===== config.mk =====
export PLATFORM = sky130hd
export DESIGN_NAME = fb_scheduler_flat
export DESIGN_NICKNAME = d
export VERILOG_FILES = /design/src/rtl/fb_scheduler_if.sv /design/src/rtl/fb_scheduler.sv /design/src/flat_wrapper.sv
export SDC_FILE = /design/constraint.sdc
export NUM_CORES = 1
export LEC_CHECK = 0
export BUFFER_PORTS_ARGS = -buffer_cell sky130_fd_sc_hd__buf_2
export CAP_MARGIN = 10
export CORE_MARGIN = 2
export CORE_UTILIZATION = 30
export DETAILED_ROUTE_END_ITERATION = 6
export GPL_TIMING_DRIVEN = 0
export PLACE_DENSITY = 0.47
export SLEW_MARGIN = 5
export SYNTH_ARGS = -nofsm -noshare
export SYNTH_HDL_FRONTEND = slang
export SYNTH_SLANG_ARGS = --single-unit

===== constraint.sdc =====
create_clock -name clk -period 4.52 [get_ports clk]
set_input_delay 0.904 -clock clk [delete_from_list [all_inputs] [get_ports clk]]
set_output_delay 0.904 -clock clk [all_outputs]
set_load 0.02 [all_outputs]

===== src/rtl/fb_scheduler_if.sv =====
// Signal bundle for fb_scheduler: pixel-writer stream, display read port and framebuffer pins.
// The scheduler takes the slave modport; the surrounding system takes master.
interface fb_scheduler_if;
  logic       frame_start;
  logic [3:0] wr_data;
  logic       wr_valid;
  logic       wr_ready;
  logic       wr_frame_done;
  logic       rd_frame_start;
  logic       rd_req;
  logic [3:0] rd_data;
  logic       rd_valid;
  logic       rd_overrun;
  logic       fb_write_mode;
  logic       fb_ptr_reset;
  logic       fb_doit;
  logic [3:0] fb_in;
  logic [3:0] fb_out;

  modport master (
    output frame_start, wr_data, wr_valid, rd_frame_start, rd_req, fb_out,
    input  wr_ready, wr_frame_done, rd_data, rd_valid, rd_overrun,
    input  fb_write_mode, fb_ptr_reset, fb_doit, fb_in
  );

  modport slave (
    input  frame_start, wr_data, wr_valid, rd_frame_start, rd_req, fb_out,
    output wr_ready, wr_frame_done, rd_data, rd_valid, rd_overrun,
    output fb_write_mode, fb_ptr_reset, fb_doit, fb_in
  );
endinterface


===== src/rtl/fb_scheduler.sv =====
// Single-port framebuffer scheduler: one command per cycle, display reads win over the
// FIFO-buffered pixel writer, and frame pointer resets are sequenced for both sides.
module fb_scheduler #(
  parameter int unsigned WIDTH       = 320,
  parameter int unsigned HEIGHT      = 240,
  parameter int unsigned WFIFO_DEPTH = 4
) (
  input logic           clk,
  input logic           rst,
  fb_scheduler_if.slave bus
);
  localparam int unsigned CntW  = 17;
  localparam int unsigned AddrW = $clog2(WFIFO_DEPTH);
  localparam logic [CntW-1:0]  FrameN   = CntW'(WIDTH * HEIGHT);
  localparam logic [CntW-1:0]  LastPix  = CntW'(WIDTH * HEIGHT - 1);
  localparam logic [AddrW:0]   FifoFull = (AddrW + 1)'(WFIFO_DEPTH);

  typedef enum logic [1:0] {WIdle, WRst, WActive} wstate_e;

  wstate_e          wstate_q;
  logic             rrst_pend_q, rd_pend_q, rd_issue_q, rd_valid_q, rd_overrun_q, done_q;
  logic [3:0]       rd_data_q;
  logic [CntW-1:0]  acc_cnt_q, wr_cnt_q;
  logic [3:0]       fifo_q [WFIFO_DEPTH];
  logic [AddrW-1:0] wptr_q, rptr_q;
  logic [AddrW:0]   count_q;

  logic cmd_rrst, cmd_read, cmd_wrst, cmd_write;
  logic fifo_full, wr_ready, push, pop;

  // Commands depend only on registered state so no input reaches the framebuffer pins.
  always_comb begin
    cmd_rrst  = rrst_pend_q;
    cmd_read  = !rrst_pend_q && rd_pend_q;
    cmd_wrst  = !rrst_pend_q && !rd_pend_q && (wstate_q == WRst);
    cmd_write = !rrst_pend_q && !rd_pend_q && (wstate_q == WActive) && (count_q != '0);
    fifo_full = (count_q == FifoFull);
    wr_ready  = (wstate_q == WActive) && !fifo_full && (acc_cnt_q < FrameN);
    push      = wr_ready && bus.wr_valid && !bus.frame_start;
    pop       = cmd_write;
  end

  always_ff @(posedge clk) begin
    if (rst) begin
      wstate_q     <= WIdle;
      rrst_pend_q  <= 1'b1;
      rd_pend_q    <= 1'b0;
      rd_issue_q   <= 1'b0;
      rd_valid_q   <= 1'b0;
      rd_overrun_q <= 1'b0;
      rd_data_q    <= '0;
      done_q       <= 1'b0;
      acc_cnt_q    <= '0;
      wr_cnt_q     <= '0;
      wptr_q       <= '0;
      rptr_q       <= '0;
      count_q      <= '0;
      for (int unsigned i = 0; i < WFIFO_DEPTH; i++) fifo_q[i] <= '0;
    end else begin
      rrst_pend_q <= (rrst_pend_q && !cmd_rrst) || bus.rd_frame_start;
      // A second request before the first READ issues is merged and flagged.
      rd_pend_q   <= (rd_pend_q && !cmd_read) || bus.rd_req;
      if (bus.rd_req && rd_pend_q) rd_overrun_q <= 1'b1;
      rd_issue_q <= cmd_read;
      rd_valid_q <= rd_issue_q;
      if (rd_issue_q) rd_data_q <= bus.fb_out;
      done_q <= 1'b0;

      if (push) begin
        fifo_q[wptr_q] <= bus.wr_data;
        wptr_q         <= wptr_q + 1'b1;
        acc_cnt_q      <= acc_cnt_q + CntW'(1);
      end
      if (pop) begin
        rptr_q   <= rptr_q + 1'b1;
        wr_cnt_q <= wr_cnt_q + CntW'(1);
      end
      count_q <= count_q + (AddrW + 1)'(push) - (AddrW + 1)'(pop);

      case (wstate_q)
        WIdle: if (bus.frame_start) wstate_q <= WRst;
        WRst: begin
          if (cmd_wrst) begin
            acc_cnt_q <= '0;
            wr_cnt_q  <= '0;
            wstate_q  <= WActive;
          end
        end
        WActive: begin
          if (pop && (wr_cnt_q == LastPix)) begin
            done_q   <= 1'b1;
            wstate_q <= WIdle;
          end
        end
        default: wstate_q <= WIdle;
      endcase

      // A new frame abandons whatever the writer had buffered.
      if (bus.frame_start) begin
        wptr_q   <= '0;
        rptr_q   <= '0;
        count_q  <= '0;
        done_q   <= 1'b0;
        wstate_q <= WRst;
      end
    end
  end

  assign bus.wr_ready      = wr_ready;
  assign bus.wr_frame_done = done_q;
  assign bus.rd_data       = rd_data_q;
  assign bus.rd_valid      = rd_valid_q;
  assign bus.rd_overrun    = rd_overrun_q;
  assign bus.fb_ptr_reset  = cmd_rrst || cmd_wrst;
  assign bus.fb_doit       = cmd_read || cmd_write;
  assign bus.fb_write_mode = cmd_wrst || cmd_write;
  assign bus.fb_in         = fifo_q[rptr_q];
endmodule


===== src/flat_wrapper.sv =====
// flat-port wrapper written by rule: the top's interface ports become plain ports
module fb_scheduler_flat 
#(
  parameter int unsigned WIDTH       = 320,
  parameter int unsigned HEIGHT      = 240,
  parameter int unsigned WFIFO_DEPTH = 4
)
  (clk, rst, bus_frame_start, bus_wr_data, bus_wr_valid, bus_rd_frame_start, bus_rd_req, bus_fb_out, bus_wr_ready, bus_wr_frame_done, bus_rd_data, bus_rd_valid, bus_rd_overrun, bus_fb_write_mode, bus_fb_ptr_reset, bus_fb_doit, bus_fb_in);
  fb_scheduler_if bus_i ();
  input logic clk;
  input logic rst;
  input wire logic [$bits(bus_i.frame_start)-1:0] bus_frame_start;
  input wire logic [$bits(bus_i.wr_data)-1:0] bus_wr_data;
  input wire logic [$bits(bus_i.wr_valid)-1:0] bus_wr_valid;
  input wire logic [$bits(bus_i.rd_frame_start)-1:0] bus_rd_frame_start;
  input wire logic [$bits(bus_i.rd_req)-1:0] bus_rd_req;
  input wire logic [$bits(bus_i.fb_out)-1:0] bus_fb_out;
  output wire logic [$bits(bus_i.wr_ready)-1:0] bus_wr_ready;
  output wire logic [$bits(bus_i.wr_frame_done)-1:0] bus_wr_frame_done;
  output wire logic [$bits(bus_i.rd_data)-1:0] bus_rd_data;
  output wire logic [$bits(bus_i.rd_valid)-1:0] bus_rd_valid;
  output wire logic [$bits(bus_i.rd_overrun)-1:0] bus_rd_overrun;
  output wire logic [$bits(bus_i.fb_write_mode)-1:0] bus_fb_write_mode;
  output wire logic [$bits(bus_i.fb_ptr_reset)-1:0] bus_fb_ptr_reset;
  output wire logic [$bits(bus_i.fb_doit)-1:0] bus_fb_doit;
  output wire logic [$bits(bus_i.fb_in)-1:0] bus_fb_in;
  assign bus_i.frame_start = bus_frame_start;
  assign bus_i.wr_data = bus_wr_data;
  assign bus_i.wr_valid = bus_wr_valid;
  assign bus_i.rd_frame_start = bus_rd_frame_start;
  assign bus_i.rd_req = bus_rd_req;
  assign bus_i.fb_out = bus_fb_out;
  assign bus_wr_ready = bus_i.wr_ready;
  assign bus_wr_frame_done = bus_i.wr_frame_done;
  assign bus_rd_data = bus_i.rd_data;
  assign bus_rd_valid = bus_i.rd_valid;
  assign bus_rd_overrun = bus_i.rd_overrun;
  assign bus_fb_write_mode = bus_i.fb_write_mode;
  assign bus_fb_ptr_reset = bus_i.fb_ptr_reset;
  assign bus_fb_doit = bus_i.fb_doit;
  assign bus_fb_in = bus_i.fb_in;
  fb_scheduler #(.WIDTH(WIDTH), .HEIGHT(HEIGHT), .WFIFO_DEPTH(WFIFO_DEPTH)) u_core (.clk(clk), .rst(rst), .bus(bus_i));
endmodule

==> impl_metrics.yaml <==
power_and_ir_drop:
  power_frac_seq_pct: 56.8
  comb_power_share_pct: 4.2
  powerDensity_mw_per_mm2: 312.0
  switching_share_pct: 23.72
  power_switching_uw: 275.6
  leakagePower_uw: 0.001274
  clkPwrFrac_pct: 39.0
  ir_drop_mv: 0.1323
  power.internal_uw: 886.6
  total_power_uw: 1162
global_route:
  grt-ovfl-total: 0
  grt_pass1_vias: 2563
  grt.total_usage_pct: 13.54
  grt_max_degree: 14
  global_route_wire_length_before_repair_mm: 12.30
  antenna_found_initial: 0
job:
  drv.max_cap_violation_count: 0
critical_path:
  worst-setup-path-type: "flip-flop to output pin"
  worstPathRequired_ns: 3.62
  worstSetupStartpointType: "flip-flop"
  worst-r2r-setup-slack_ns: 1.73
  critical_path_peak_fanout: 7
  worst-endpoint-arrival_ns: 2.01
  setup_crit_end_kind: "output pin"
timing:
  slew_viol_final: 0
  slew_headroom_pct: 33.37
  setup-violations-final: 0
  hold_viol: 0
  layout_worst_path_cycle_share_pct: 64.55
  final.setup.tns_ns: 0
  timing.hold.ws_ns: 0.4690
  grt_setup_unrepaired: "false"
  finalClockSkew_ns: 0.01289
  worstMarginPinSlew_ns: 0.9856
  timing.fmax_mhz: 342.7
  layout_min_cycle_time_ns: 2.918
synthesis:
  yosys_register_bits: 71
  synthesis.area_per_instance_um2: 9.524
  synth_fp_nets: 359
  syn_inst: 340
  synth_area_mm2: 0.003238
  yosysWarnings: 0
  ys_types: 42
  ys_seq_area_share_pct: 48.84
layout:
  synthesis_to_layout_area_growth_pct: 15.03
  num-fill-cells: 1083
  post_route_cells_drive_above_1_share_pct: 15.36
  multi_input_comb_area_mm2: 0.001555
  diodes: 0
  area.sequential_mm2: 0.001582
  num-nets-final: 398
routing:
  detailroute.wirelength.met3_um: 193
  viasPerCell: 4.979
  drt_pre_antenna_iters: 5
  via_count: 2589
  remaining_drc_errors: 0
  maxUsedRoutingLayer: "met4"
  drt-initial-drc-count: 76
  detail-route-antenna-nets: 0
  wl_met1_mm: 3.562
  met2_wirelength_mm: 3.564
  wire_per_inst_um: 14.23
  postRouteWirelength_mm: 7.400
clock_tree:
  cts.htree.levels: 3
  clock_insertion_delay_worst_skew_ns: 0.34
  cts_hold_buf: 0
  clk_root_buffer_cell: "sky130_fd_sc_hd__clkbuf_8"
  clock_sink_count: 71
  post_cts_resize_count: 0
  numCtsBuffers: 9
  cts_buffer_depth: 2
  post-cts-setup-buffers: 0
  clk_transition_reported_paths_ns: 0.08
  cts_tree: "done"
floorplan:
  row_count: 37
  die_h_um: 107.9
  design.core.area_mm2: 0.01042
  die_x_um: 107.9
  pin_count: 29
  start_util_pct: 31.09
  fp.dieArea_mm2: 0.01164
placed_design:
  dp_hpwl_mm: 5.384
  port-buffer-count: 28
  global_placement_routability_congestion: 0.7611
outcome:
  run_status: "finished clean"
worst_hold_path:
  holdCritPathClass: "flip-flop to flip-flop"
cells in the mapped netlist, drive strengths merged:
cell type / n / area [um2]
ha: 4 / 50.05
or3: 12 / 75.07
a31o: 2 / 17.52
nor2: 40 / 150.1
or2: 4 / 25.02
inv: 11 / 41.29
or4b: 2 / 23.77
nand2b: 11 / 68.82
xor2: 5 / 43.79
o31a: 1 / 8.760
clkbuf: 15 / 56.30
o31ai: 16 / 120.1
nor2b: 2 / 12.51
a22o: 1 / 8.760
a21oi: 32 / 160.2
or4: 18 / 142.6
nor4: 4 / 25.02
nand3: 10 / 50.05
a2111o: 1 / 11.26
edfxtp: 16 / 480.5
and4: 4 / 35.03
buf: 1 / 3.750
mux2: 1 / 11.26
dfxtp: 55 / 1101
fa: 1 / 20.02
nand2: 21 / 78.83
nor3: 1 / 5.000
nor3b: 1 / 7.510
nand4: 11 / 68.82
and2: 6 / 37.54
nor4b: 2 / 32.53
xnor2: 4 / 35.03
and3: 1 / 6.260
o21ai: 13 / 65.06
nand4b: 1 / 8.760
and4b: 1 / 10.01
mux2i: 4 / 40.04
a221o: 1 / 10.01
mux4: 4 / 90.09
registers in the layout (all words and copies together) (netlist names), named ones only:
name	cells
u_core.acc_cnt_q	17
u_core.bus.rd_data	4
u_core.bus.rd_overrun	1
u_core.bus.rd_valid	1
u_core.bus.wr_frame_done	1
u_core.cmd_rrst	1
u_core.count_q	3
u_core.fifo_q	16
u_core.rd_issue_q	1
u_core.rd_pend_q	1
u_core.rptr_q	2
u_core.wptr_q	2
u_core.wr_cnt_q	17
u_core.wstate_q	2
worst paths after layout:
path	startpoint	end	cells after the start
setup reg to reg	u_core.acc_cnt_q[10]$_SDFF_PP0_	u_core.count_q[2]$_SDFF_PP0_	11
hold / removal	u_core.bus.rd_overrun$_SDFFE_PP0P_	u_core.bus.rd_overrun$_SDFFE_PP0P_	2
hold reg to reg	u_core.bus.rd_overrun$_SDFFE_PP0P_	u_core.bus.rd_overrun$_SDFFE_PP0P_	2
setup / recovery	u_core.cmd_rrst$_SDFF_PP1_	bus_fb_write_mode	4
layout make-up:
type | instances | share of cell area, %
Clock buffer | 11 | 3.796
Clock inverter | 5 | 0.9405
Buffer | 16 | 1.612
Multi-Input combinational cell | 242 | 41.75
Timing Repair Buffer | 28 | 3.762
Tap cell | 136 | 4.568
Inverter | 11 | 1.108
Sequential cell | 71 | 42.46
cells in the final DEF, fill, tap and decap left out, types with 5 or more instances in the layout:
master / instances
sky130_fd_sc_hd__buf_2: 28
sky130_fd_sc_hd__o21ai_0: 13
sky130_fd_sc_hd__nand2b_1: 11
sky130_fd_sc_hd__and2_1: 6
sky130_fd_sc_hd__nand3_1: 10
sky130_fd_sc_hd__xor2_1: 5
sky130_fd_sc_hd__nand4_1: 11
sky130_fd_sc_hd__nor2_1: 40
sky130_fd_sc_hd__or4_1: 16
sky130_fd_sc_hd__clkbuf_1: 16
sky130_fd_sc_hd__or3_1: 12
sky130_fd_sc_hd__edfxtp_1: 16
sky130_fd_sc_hd__o31ai_1: 16
sky130_fd_sc_hd__a21oi_1: 32
sky130_fd_sc_hd__nand2_1: 21
sky130_fd_sc_hd__inv_1: 11
sky130_fd_sc_hd__clkbuf_8: 10
sky130_fd_sc_hd__dfxtp_1: 55
cells by family after synthesis:
| kind of cell | count (synthesis) | share of synthesized area (%) |
|---|---|---|
| XOR/XNOR | 9 | 2.434 |
| adder cells (fa/ha/maj) | 5 | 2.164 |
| AO/OA/AOI/OAI | 67 | 12.40 |
| AND/OR/NAND/NOR | 152 | 26.66 |
| flip-flops | 71 | 48.84 |
| buffers and inverters | 27 | 3.130 |
| multiplexers | 9 | 4.366 |
per-layer routing:
| layer | global-route usage, % | vias up |
|---|---|---|
| li1 | - | 1328 |
| met1 | 17.39 | 1224 |
| met3 | 3.814 | 9 |
| met4 | 3.846 | 0 |
| met2 | 22.19 | 28 |
| met5 | 0 | - |
power groups by stage:
stage / combinational [uW] / sequential, uW / clock (uW)
3_3_place_gp: 50.4 / 675 / 0
2_1_floorplan: 28.6 / 675 / 0
6_report: 48.9 / 660 / 453
3_5_place_dp: 50.1 / 675 / 0
4_1_cts: 50.2 / 661 / 474
5_1_grt: 55.1 / 662 / 496
critical path: stages, from the launching register on:
cell and delay, ns:
sky130_fd_sc_hd__dfxtp_1 0.40, sky130_fd_sc_hd__nor4b_1 0.87, sky130_fd_sc_hd__inv_1 0.14, sky130_fd_sc_hd__nand2_1 0.11, sky130_fd_sc_hd__buf_2 0.17
through the flow:
step                worst slack, ns  utilization (%)  std cells  area (um2)
floorplan                     1.955                -        340        3238
global placement              1.662            34.07        504        3548
detailed placement            1.675            34.07        504        3548
CTS                           1.570            35.76        520        3725
global route                  1.375            35.76        520        3725
finish                        1.602            35.76        520        3725
(Power assumes the default switching activity.)
